$ cat config.mk
export PLATFORM = sky130hd
export DESIGN_NAME = pc16
export DESIGN_NICKNAME = d
export VERILOG_FILES = /design/src/rtl/hack_pkg.sv /design/src/rtl/hack_gates.sv /design/src/rtl/inc16.sv /design/src/rtl/pc16.sv
export SDC_FILE = /design/constraint.sdc
export NUM_CORES = 1
export LEC_CHECK = 0
export CORE_MARGIN = 2
export CORE_UTILIZATION = 39
export DETAILED_ROUTE_END_ITERATION = 10
export PLACE_DENSITY = 0.69
export SLEW_MARGIN = 20
export SYNTH_ARGS = -nofsm -noshare
export SYNTH_HDL_FRONTEND = slang
export SYNTH_SLANG_ARGS = --single-unit
$ cat constraint.sdc
create_clock -name clk -period 4.6 [get_ports clk]
set_clock_uncertainty 0.1 [all_clocks]
set_input_delay 0.69 -clock clk [delete_from_list [all_inputs] [get_ports clk]]
set_output_delay 0.69 -clock clk [all_outputs]
set_load 0.1 [all_outputs]
$ cat src/rtl/hack_pkg.sv
// Shared constants for the Hack-style CPU blocks: word width, reset address
// and the program-counter run/halt state encoding.
package hack_pkg;

  localparam int WORD_W = 16;
  localparam logic [WORD_W-1:0] RESET_ADDR = 16'h0000;

  localparam logic [0:0] PC_RUN  = 1'b0;
  localparam logic [0:0] PC_HALT = 1'b1;

endpackage

$ cat src/rtl/hack_gates.sv
// Primitive gates and the word-wide two-input multiplexer used to build the
// Hack datapath blocks.
module Not (
  input  logic in,
  output logic out
);
  assign out = ~in;
endmodule

module And (
  input  logic a,
  input  logic b,
  output logic out
);
  assign out = a & b;
endmodule

module Xor (
  input  logic a,
  input  logic b,
  output logic out
);
  assign out = a ^ b;
endmodule

// sel = 0 passes a, sel = 1 passes b.
module Mux16 #(
  parameter int W = 16
) (
  input  logic [W-1:0] a,
  input  logic [W-1:0] b,
  input  logic         sel,
  output logic [W-1:0] out
);
  assign out = sel ? b : a;
endmodule

$ cat src/rtl/inc16.sv
// Incrementer built as a half-adder ripple chain; cout is high only when the
// all-ones input rolls over to zero.
module inc16 #(
  parameter int W = hack_pkg::WORD_W
) (
  input  logic [W-1:0] a,
  output logic [W-1:0] out,
  output logic         cout
);

  logic [W:0] carry;

  // The constant +1 enters at bit 0, so that stage reduces to an inverter.
  Not u_not0 (.in(a[0]), .out(out[0]));
  assign carry[1] = a[0];

  for (genvar i = 1; i < W; i++) begin : g_ha
    Xor u_sum   (.a(a[i]), .b(carry[i]), .out(out[i]));
    And u_carry (.a(a[i]), .b(carry[i]), .out(carry[i+1]));
  end

  assign carry[0] = 1'b1;
  assign cout     = carry[W];

endmodule

$ cat src/rtl/pc16.sv
// Hack program counter with clear/load/increment/hold, a run/halt freeze
// state machine and a sticky wrap flag for address overflow.
module pc16 #(
  parameter int               WIDTH      = hack_pkg::WORD_W,
  parameter logic [WIDTH-1:0] RESET_ADDR = hack_pkg::RESET_ADDR
) (
  input  logic             clk,
  input  logic             rst,
  input  logic             clr,
  input  logic             load,
  input  logic             inc,
  input  logic [WIDTH-1:0] in,
  input  logic             halt_req,
  input  logic             resume,
  output logic [WIDTH-1:0] out,
  output logic             halted,
  output logic             wrap
);

  import hack_pkg::*;

  logic [0:0]       state;
  logic             run;
  logic             carry;
  logic             wrap_set;
  logic [WIDTH-1:0] pc_plus;
  logic [WIDTH-1:0] inc_or_hold;
  logic [WIDTH-1:0] load_sel;
  logic [WIDTH-1:0] run_sel;
  logic [WIDTH-1:0] pc_next;

  assign run    = (state == PC_RUN);
  assign halted = (state == PC_HALT);

  inc16 #(.W(WIDTH)) u_inc (.a(out), .out(pc_plus), .cout(carry));

  // Priority chain, lowest first: inc, then load, then halt freeze, then clr.
  Mux16 #(.W(WIDTH)) mux_inc  (.a(out),         .b(pc_plus),    .sel(inc),  .out(inc_or_hold));
  Mux16 #(.W(WIDTH)) mux_load (.a(inc_or_hold), .b(in),         .sel(load), .out(load_sel));
  Mux16 #(.W(WIDTH)) mux_run  (.a(out),         .b(load_sel),   .sel(run),  .out(run_sel));
  Mux16 #(.W(WIDTH)) mux_clr  (.a(run_sel),     .b(RESET_ADDR), .sel(clr),  .out(pc_next));

  assign wrap_set = ~clr & run & ~load & inc & carry;

  always_ff @(posedge clk or posedge rst) begin
    if (rst) begin
      out  <= RESET_ADDR;
      wrap <= 1'b0;
    end else begin
      out <= pc_next;
      if (clr)
        wrap <= 1'b0;
      else if (wrap_set)
        wrap <= 1'b1;
    end
  end

  // A halt request wins over a simultaneous resume; clr never changes state.
  always_ff @(posedge clk or posedge rst) begin
    if (rst) begin
      state <= PC_RUN;
    end else begin
      case (state)
        PC_RUN:  if (halt_req) state <= PC_HALT;
        PC_HALT: if (resume && !halt_req) state <= PC_RUN;
        default: state <= PC_RUN;
      endcase
    end
  end

endmodule

Yosys cells after proc, flatten, opt, wreduce, memory -nomap -nowiden
Index checks and enable logic that the tools add are counted.
- shift-type cells: 0
- reduce and logical (&&, ||, !) cells: 5
- bitwise operators: 38
- equal/unequal tests: 1
- div/mod/pow operators: 0
- muxes and demuxes: 9
- add/subtract/negate cells: 0
- $mul: 0
- $lt $le $gt $ge: 0
- operators by type and width (cell ; count):
    $mux W16 ; 4
    $and A1 B1 Y1 ; 19
    $xor A1 B1 Y1 ; 15
    $mux W1 ; 4
    $not A1 Y1 ; 4
    $reduce_bool A3 Y1 ; 1
    $ne A2 B2 Y1 const B ; 1
    $pmux W1 S2 ; 1
    $reduce_and A2 Y1 ; 1
    $reduce_bool A2 Y1 ; 1
    $logic_and A1 B1 Y1 ; 1
    $logic_not A1 Y1 ; 1
- bits in read-only memories: 0
- latch bits: 0
- memory bits (writable): 0
- register bits after elaboration: 18
- word-level logic and storage cells: 56
- memories: 0
- bits of input ports: 23
- output and inout port bits: 18

Longest topological paths before layout
Gate-level depths: netlist of run 1.
- word-level depth: 19
- gate-level depth with buffers: 17

Cells and area by module
Synthesis of run 1 repeated with hierarchy kept, for this count alone.
- cells, all modules: 128
- area, all modules: 1714.1 um^2
- modules (own cells, without submodules) (module ; instances ; area each (um^2) ; cells each):
    Mux16 ; 4 ; 249.0 ; 18
    pc16 ; 1 ; 489.2 ; 25
    Xor ; 15 ; 8.8 ; 1
    And ; 15 ; 6.3 ; 1
    Not ; 1 ; 3.8 ; 1

Least setup slack after synthesis of run 1
OpenSTA, ideal clock, no wires.
- kind: flip-flop to flip-flop
- start point: register out[0]
- end point: register out[15]
- buffers on the path: 0
- setup slack: 864 ps
- stages on the path, launching flop included: 18
- data arrival time: 3542 ps
- cell sequence: dfrtp_1 > ha_1 > ha_1 > ha_1 > ha_1 > ha_1 > ha_1 > ha_1 > ha_1 > ha_1 > ha_1 > ha_1 > ha_1 > ha_1 > ha_1 > ha_1 > mux2i_1 > a211oi_1
- word-level cells in the longest chain between the ends: 19
- ends and longest elaborated chain (what ; RTL line ; source):
    start: declaration ; pc16.sv:15 ; output logic [WIDTH-1:0] out,
    start signal: assignment ; pc16.sv:50 ; out <= pc_next;
    $and A1 B1 Y1 (14 in series) ; hack_gates.sv:15 ; assign out = a & b;
    $xor A1 B1 Y1 ; hack_gates.sv:23 ; assign out = a ^ b;
    $mux W16 (4 in series) ; hack_gates.sv:35 ; assign out = sel ? b : a;
Every way passes these cells. The select of a mux whose other input is x is not followed.
A chain may end at the register's enable or synchronous reset.

Worst setup path in the final report of run 1
Same ends and word-level chain as after synthesis.

==> results of run 1 <==
-- state kept, by name, summed over array words and instances (netlist names) --
signal,count
out,16
halted,1
wrap,1
-- worst max-delay path by stage --
stage / depth (start not counted) / to / slack, ps
6_report: 17 / out[15] / 560
5_1_grt: 17 / out[15] / 320
4_1_cts: 17 / out[15] / 520
3_5_place_dp: 17 / out[15] / 540
3_3_place_gp: 17 / out[15] / 670
2_1_floorplan: 17 / out[15] / 860
-- cell usage after synthesis, drive strengths merged --
| library cell | number |
|---|---|
| buf | 22 |
| dfrtp | 18 |
| nor2 | 16 |
| a211oi | 15 |
| ha | 15 |
| mux2i | 15 |
| inv | 3 |
| a21oi | 2 |
| a31oi | 1 |
| a41oi | 1 |
| clkbuf | 1 |
| nor3b | 1 |
| nor4b | 1 |
| o21ba | 1 |
| o21bai | 1 |
-- power by group --
| part | internal [mW] | leakage (nW) | total, mW | switching (mW) |
|---|---|---|---|---|
| Sequential | 0.169 | 0.238 | 0.179 | 0.00981 |
| Combinational | 0.0536 | 0.469 | 0.172 | 0.118 |
| Clock | 0.0482 | 0.0210 | 0.0993 | 0.0511 |
| Total | 0.271 | 0.729 | 0.450 | 0.179 |
-- through the flow --
stage	instance area (um2)	hold slack [ps]	power [mW]	worst slack, ps
3_3_place_gp	1480	393	0.352	674
4_1_cts	1520	439	0.457	517
2_1_floorplan	1210	462	0.323	864
6_report	1520	432	0.450	557
5_1_grt	1520	495	0.476	323
3_5_place_dp	1480	393	0.355	541
-- logic make-up (layout without fill, tap and decap cells) --
kind of cell,after synthesis,after routing,share of synthesized area (%)
flip-flops,18,18,37.2
AO/OA/AOI/OAI,21,21,12.8
buffers and inverters,26,48,15.7
multiplexers,15,15,12.4
adder cells (fa/ha/maj),15,15,15.5
AND/OR/NAND/NOR,18,18,6.31
-- layout by cell type, fill, tap and decap left out, drive strengths merged --
cell and count:
clkdlybuf4s50 40, dfrtp 18, nor2 16, mux2i 15
a211oi 15, ha 15, clkbuf 4, inv 3
a21oi 2, o21ba 1, a41oi 1, o21bai 1
nor3b 1, a31oi 1, nor4b 1, buf 1
-- tightest hold or removal path: stages, from the launching register on --
cell	delay [ps]
sky130_fd_sc_hd__dfrtp_1	370
sky130_fd_sc_hd__a41oi_1	50
sky130_fd_sc_hd__nor2_1	80
-- routing by layer --
layer | vias up | track usage (%)
met1 | 393 | 19.6
met5 | - | 0
met4 | 0 | 2.86
met2 | 26 | 28.4
li1 | 432 | -
met3 | 0 | 3.03
-- area by class of cell --
cell class              instances  area share (%)
clock buffers                   4            2.39
inverters                       3           0.743
multi-input cells              69            37.5
flip-flops and latches         18            29.7
well taps                      33            2.72
repair buffers                 41            26.9
==> parameters.txt, run 1 <==
Parameter                              Value

Finish
  Area taken by flip-flops and latches    roughly 450 um2
  Net total in the final layout    ~170
  Area Overhead vs Synth    25.3%
  Post-layout instance count excluding filler cells    about 170
  Total of fill cells in the finished design    approximately 300
  Post-layout utilization of the core    roughly half
  Share of post-route cells with drive strength above 1    under 10%
  Inserted Diodes    0
  Total area of multi-input combinational cells    between 500 and 600 um2

CTS
  CTS tree    done
  Post-CTS sizing    0
  Clock-pin slew reported for the worst setup and hold paths after clock tree synthesis    ~110 ps
  Post-CTS Hold Buffers    0
  Max clock buf depth    2
  Clock network latency to the later pin of the worst-skew pair    about 290 ps
  Sink Count    18
  Clock root buffer    sky130_fd_sc_hd__clkbuf_4
  Number of H-tree levels    1
  Number of buffers added by the clock tree synthesis step    3
  Number of setup buffers added after CTS    0

Routing
  Number of nets with antenna violations after detailed routing    0
  Detailed router's first-iteration violation count    15
  Drt via density    5.07
  Highest routed layer    met3
  Met1 layer wirelength in the final routing    1140 um
  First-pass DRT Iterations    3
  Final routed wire length divided by cell count    between 10 and 15 um
  Vias after detailed routing    between 800 and 900
  Met3 Routed Length    around 150 um
  Routed wire length on met2    between 1000 and 1500 um
  Residual DRC count    0
  DRT Wirelength    2390 um

STA
  Period minus WS final    4040 ps
  Tcrit/Tclk final    slightly below 90%
  Final number of hold-violating endpoints    0
  Setup repair after global routing missed its margin    false
  Worst slew margin relative to its limit    a little over a third
  Setup TNS after final layout    0 ps
  Final setup violation count    0
  Top achievable clock speed    about 0.25 GHz
  Slew Limit Fails    0
  Worst-Margin Slew    a little under 1000 ps

Global routing
  Total GRT Usage    15.8%
  Pin count of the biggest net entering global routing    31
  Number of antenna violations at the first check in global routing    0
  Via count of the first global-routing pass    around 980
  Global-route congestion overflow total    0
  Wire length of the first global-routing pass    between 4000 and 5000 um

Floorplanning
  Top-level I/O count    around 40
  Die boundary width    between 50 and 60 um
  Core region area    around 3000 um2
  Full die area    about 3600 um2
  Std-Cell Rows    20
  Initial core utilization    between 40% and 50%
  Vertical die dimension    59.7 um

Worst hold path
  Capture endpoint of the worst hold path    wrap
  Worst hold path stage count    2
  Min-Delay Startpoint    wrap
  Class of the most critical hold timing path    reg2reg

Setup path
  Worst setup startpoint    out[0]
  Most prevalent standard cell on the critical path    sky130_fd_sc_hd__ha_1
  RR Startpoint    out[0]
  CP Max Fanout    5
  Required time worst endpoint    4690 ps
  Critical-path top delay cell    sky130_fd_sc_hd__dfrtp_1
  Crit end category    register
  Worst path buffer plus inverter count    0
  Worst reg-to-reg setup slack    between 500 and 600 ps
  Reg2Reg Depth    17
  Reg-to-reg endpoint    out[15]
  Critical Path Source Type    register
  Worst path max stage delay    440 ps
  Cell Chain, Critical Path    ha_1, ha_1, ha_1, ha_1, ha_1, ha_1, ha_1, ha_1, ha_1, ha_1, ha_1, ha_1, ha_1, ha_1, ha_1, mux2i_1, a211oi_1
  Worst setup path class    reg2reg
  Family of cells with the greatest summed delay on the critical path    adder cells
  CP Data Arrival Time    between 4000 and 5000 ps

Yosys
  Syn. warnings    0
  Number of different library cells in the post-synthesis netlist    19
  Area fraction of the dominant cell type after synthesis    37.2%
  Number of flip-flops and latches in the synthesized netlist    18
  Portion of the post-synthesis area used by sequential elements    a little under two fifths
  Cell area after technology mapping    1210 um2
  Cell taking the most area after synthesis    sky130_fd_sc_hd__dfrtp_1
  Syn Area/Cell    roughly 11 um2
  Nets in the synthesized netlist    151
  Most area-consuming cells after synthesis    sky130_fd_sc_hd__dfrtp_1, sky130_fd_sc_hd__ha_1, sky130_fd_sc_hd__mux2i_1
  Post-Synthesis Cells    roughly 110

Place
  Dpl hpwl    approximately 1800 um
  Final estimated routing congestion in global placement    0.687
  Number of I/O port buffers    40
  Number of placed instances, taps included    approximately 160

Power
  Worst voltage drop across the vdd grid    roughly 0.13 mV
  Power per unit of standard cell area    around 300 nW/um2
  Leakage power    between 0.7 and 0.8 nW

Status
  Outcome    finished, final reports clean

Run
  Maximum capacitance violations    0
Power figures use the tool's default switching activity.
==> run 2, diff against run 1 <==
CORE_UTILIZATION = 45   (was 39)
PLACE_DENSITY = 0.78   (was 0.69)
==> run 2 against run 1 <==
  * Setup slack gained 35 ps
  * Design area down 1.2%
  * Maximum frequency is 0.87% higher
  * Clock-buffer cell count down 1
  * Critical endpoint unchanged
  * Utilization rose by 8.9 points
  * Hold slack got worse by 13 ps
  * Critical path type unchanged
  * Largest power group unchanged
  * Sequential cell count unchanged
  * Combinational power about the same
==> parameters.txt, run 2 (synthesized netlist as in run 1, its figures left out) <==
Parameter                              Value

CTS
  Clock-pin slew reported for the worst setup and hold paths after clock tree synthesis    100 ps (was 110 ps)
  Post-CTS Hold Buffers    0 (unchanged)
  Number of setup buffers added after CTS    0 (unchanged)
  Number of buffers added by the clock tree synthesis step    3 (unchanged)
  Clock network latency to the later pin of the worst-skew pair    290 ps (about the same)
  Max clock buf depth    2 (unchanged)
  Sink Count    18 (unchanged)
  Number of H-tree levels    1 (unchanged)
  Post-CTS sizing    0 (unchanged)
  CTS tree    done (unchanged)
  Clock root buffer    sky130_fd_sc_hd__clkbuf_4 (unchanged)

Global routing
  Pin count of the biggest net entering global routing    31 (unchanged)
  Routing layer with the top usage in global route    met2 (unchanged)
  Total GRT Usage    16.1% (was 15.8%)
  GR Layer Usage met2    27.7% (was 28.4%)
  Wire length of the first global-routing pass    4100 um (was 4310 um)
  Routing usage on met3    3.72% (was 3.03%)
  Via count of the first global-routing pass    938 (was 976)
  Global-route congestion overflow total    0 (unchanged)
  Number of antenna violations at the first check in global routing    0 (unchanged)
  Fraction of met1 tracks used by global routing    20.4% (was 19.6%)

STA
  Tcrit/Tclk final    87.1% (was 87.9%)
  Setup TNS after final layout    0 ps (unchanged)
  Worst-Margin Slew    974 ps (was 975 ps)
  Period minus WS final    4010 ps (was 4040 ps)
  Worst slew margin relative to its limit    34.9% (was 34.8%)
  Final worst hold slack    418 ps (was 432 ps)
  Top achievable clock speed    0.250 GHz (was 0.247 GHz)
  Final number of hold-violating endpoints    0 (unchanged)
  Final setup violation count    0 (unchanged)
  Setup repair after global routing missed its margin    false (unchanged)
  Slew Limit Fails    0 (unchanged)

Finish
  Most common cell after layout, fill and taps aside    sky130_fd_sc_hd__clkdlybuf4s50_1 (unchanged)
  Register with the most flip-flops    out (unchanged)
  Flip-flop count of the largest register, all copies and words added    16 (unchanged)
  Area Overhead vs Synth    23.9% (was 25.3%)
  Share of post-route cells with drive strength above 1    3.73% (was 4.44%)
  Post-layout instance count excluding filler cells    164 (was 168)
  Net total in the final layout    174 (unchanged)
  Commonest cells after routing, fill and taps aside    sky130_fd_sc_hd__clkdlybuf4s50_1, sky130_fd_sc_hd__dfrtp_1, sky130_fd_sc_hd__nor2_1 (unchanged)
  Inserted Diodes    0 (unchanged)

Run
  Maximum capacitance violations    0 (unchanged)

Routing
  First-pass DRT Iterations    3 (unchanged)
  Vias after detailed routing    856 (was 851)
  Final routed wire length divided by cell count    14.3 um (was 14.2 um)
  Detailed router's first-iteration violation count    7 (was 15)
  DRT Wirelength    2350 um (was 2390 um)
  Residual DRC count    0 (unchanged)
  Drt via density    5.22 (was 5.07)
  Number of nets with antenna violations after detailed routing    0 (unchanged)

Worst hold path
  Worst hold path stage count    2 (unchanged)
  Class of the most critical hold timing path    reg2reg (unchanged)

Setup path
  CP Data Arrival Time    4100 ps (was 4130 ps)
  Critical Path Source Type    register (unchanged)
  Crit end category    register (unchanged)
  Worst setup path class    reg2reg (unchanged)
  Reg2Reg Depth    17 (unchanged)
  Required time worst endpoint    4690 ps (about the same)
  CP Max Fanout    5 (unchanged)

Floorplanning
  Top-level I/O count    41 (unchanged)
  Initial core utilization    48.0% (was 40.3%)
  Vertical die dimension    55.9 um (was 59.7 um)
  Std-Cell Rows    18 (was 20)
  Full die area    3120 um2 (was 3560 um2)
  Die boundary width    55.9 um (was 59.7 um)
  Core region area    2520 um2 (was 3000 um2)

Status
  Outcome    finished, final reports clean (unchanged)

Place
  Number of I/O port buffers    40 (unchanged)
  Final estimated routing congestion in global placement    0.715 (was 0.687)
  Dpl hpwl    1690 um (was 1750 um)
  Number of placed instances, taps included    161 (was 164)

Power
  Worst voltage drop across the vdd grid    0.171 mV (was 0.126 mV)
  Power per unit of standard cell area    286 nW/um2 (was 297 nW/um2)
  Leakage power    0.721 nW (was 0.729 nW)
==> run 2: cell type report <==
cell class	instances	area, um2
inverters	3	11.3
flip-flops and latches	18	450
repair buffers	41	408
well taps	30	37.5
fillers	228	1020
clock buffers	3	22.5
multi-input cells	69	569
==> run 2: path summary, 6_finish.rpt <==
kind                             start      end  slack (ps)
worst min register to register    wrap     wrap         420
worst max register to register  out[0]  out[15]         590
worst min-delay path              wrap     wrap         420
max in group asynchronous          rst   out[2]        3260
min in group asynchronous          rst   out[7]         710
worst max-delay path            out[0]  out[15]         590
==> run 2: routing by layer <==
layer  routed length, um  vias up
met5                   0        -
met4                   0        0
met3                 130        0
met2                1110       27
met1                1110      398
li1                    -      431
==> run 2: critical path: stages (launching register included) <==
cell and delay, ps:
sky130_fd_sc_hd__dfrtp_1 430, sky130_fd_sc_hd__ha_1 200, sky130_fd_sc_hd__ha_1 200, sky130_fd_sc_hd__ha_1 200, sky130_fd_sc_hd__ha_1 210, sky130_fd_sc_hd__ha_1 200
sky130_fd_sc_hd__ha_1 210, sky130_fd_sc_hd__ha_1 210, sky130_fd_sc_hd__ha_1 200, sky130_fd_sc_hd__ha_1 200, sky130_fd_sc_hd__ha_1 200, sky130_fd_sc_hd__ha_1 200
sky130_fd_sc_hd__ha_1 200, sky130_fd_sc_hd__ha_1 190, sky130_fd_sc_hd__ha_1 200, sky130_fd_sc_hd__ha_1 270, sky130_fd_sc_hd__mux2i_1 60, sky130_fd_sc_hd__a211oi_1 230
==> run 2: per-stage QoR <==
| stage | area (um2) | power, mW | util [%] | setup slack [ps] |
|---|---|---|---|---|
| 2_1_floorplan | 1210 | 0.323 | - | 864 |
| 3_3_place_gp | 1480 | 0.352 | 58.5 | 665 |
| 6_report | 1500 | 0.428 | 59.4 | 592 |
| 4_1_cts | 1500 | 0.432 | 59.4 | 576 |
| 5_1_grt | 1500 | 0.446 | 59.4 | 388 |
| 3_5_place_dp | 1480 | 0.355 | 58.5 | 608 |
==> run 2: power by group <==
group          internal, mW  leakage, nW  switching, mW
Sequential            0.169        0.238         0.0101
Combinational        0.0536        0.469          0.118
Clock                0.0304       0.0138         0.0464
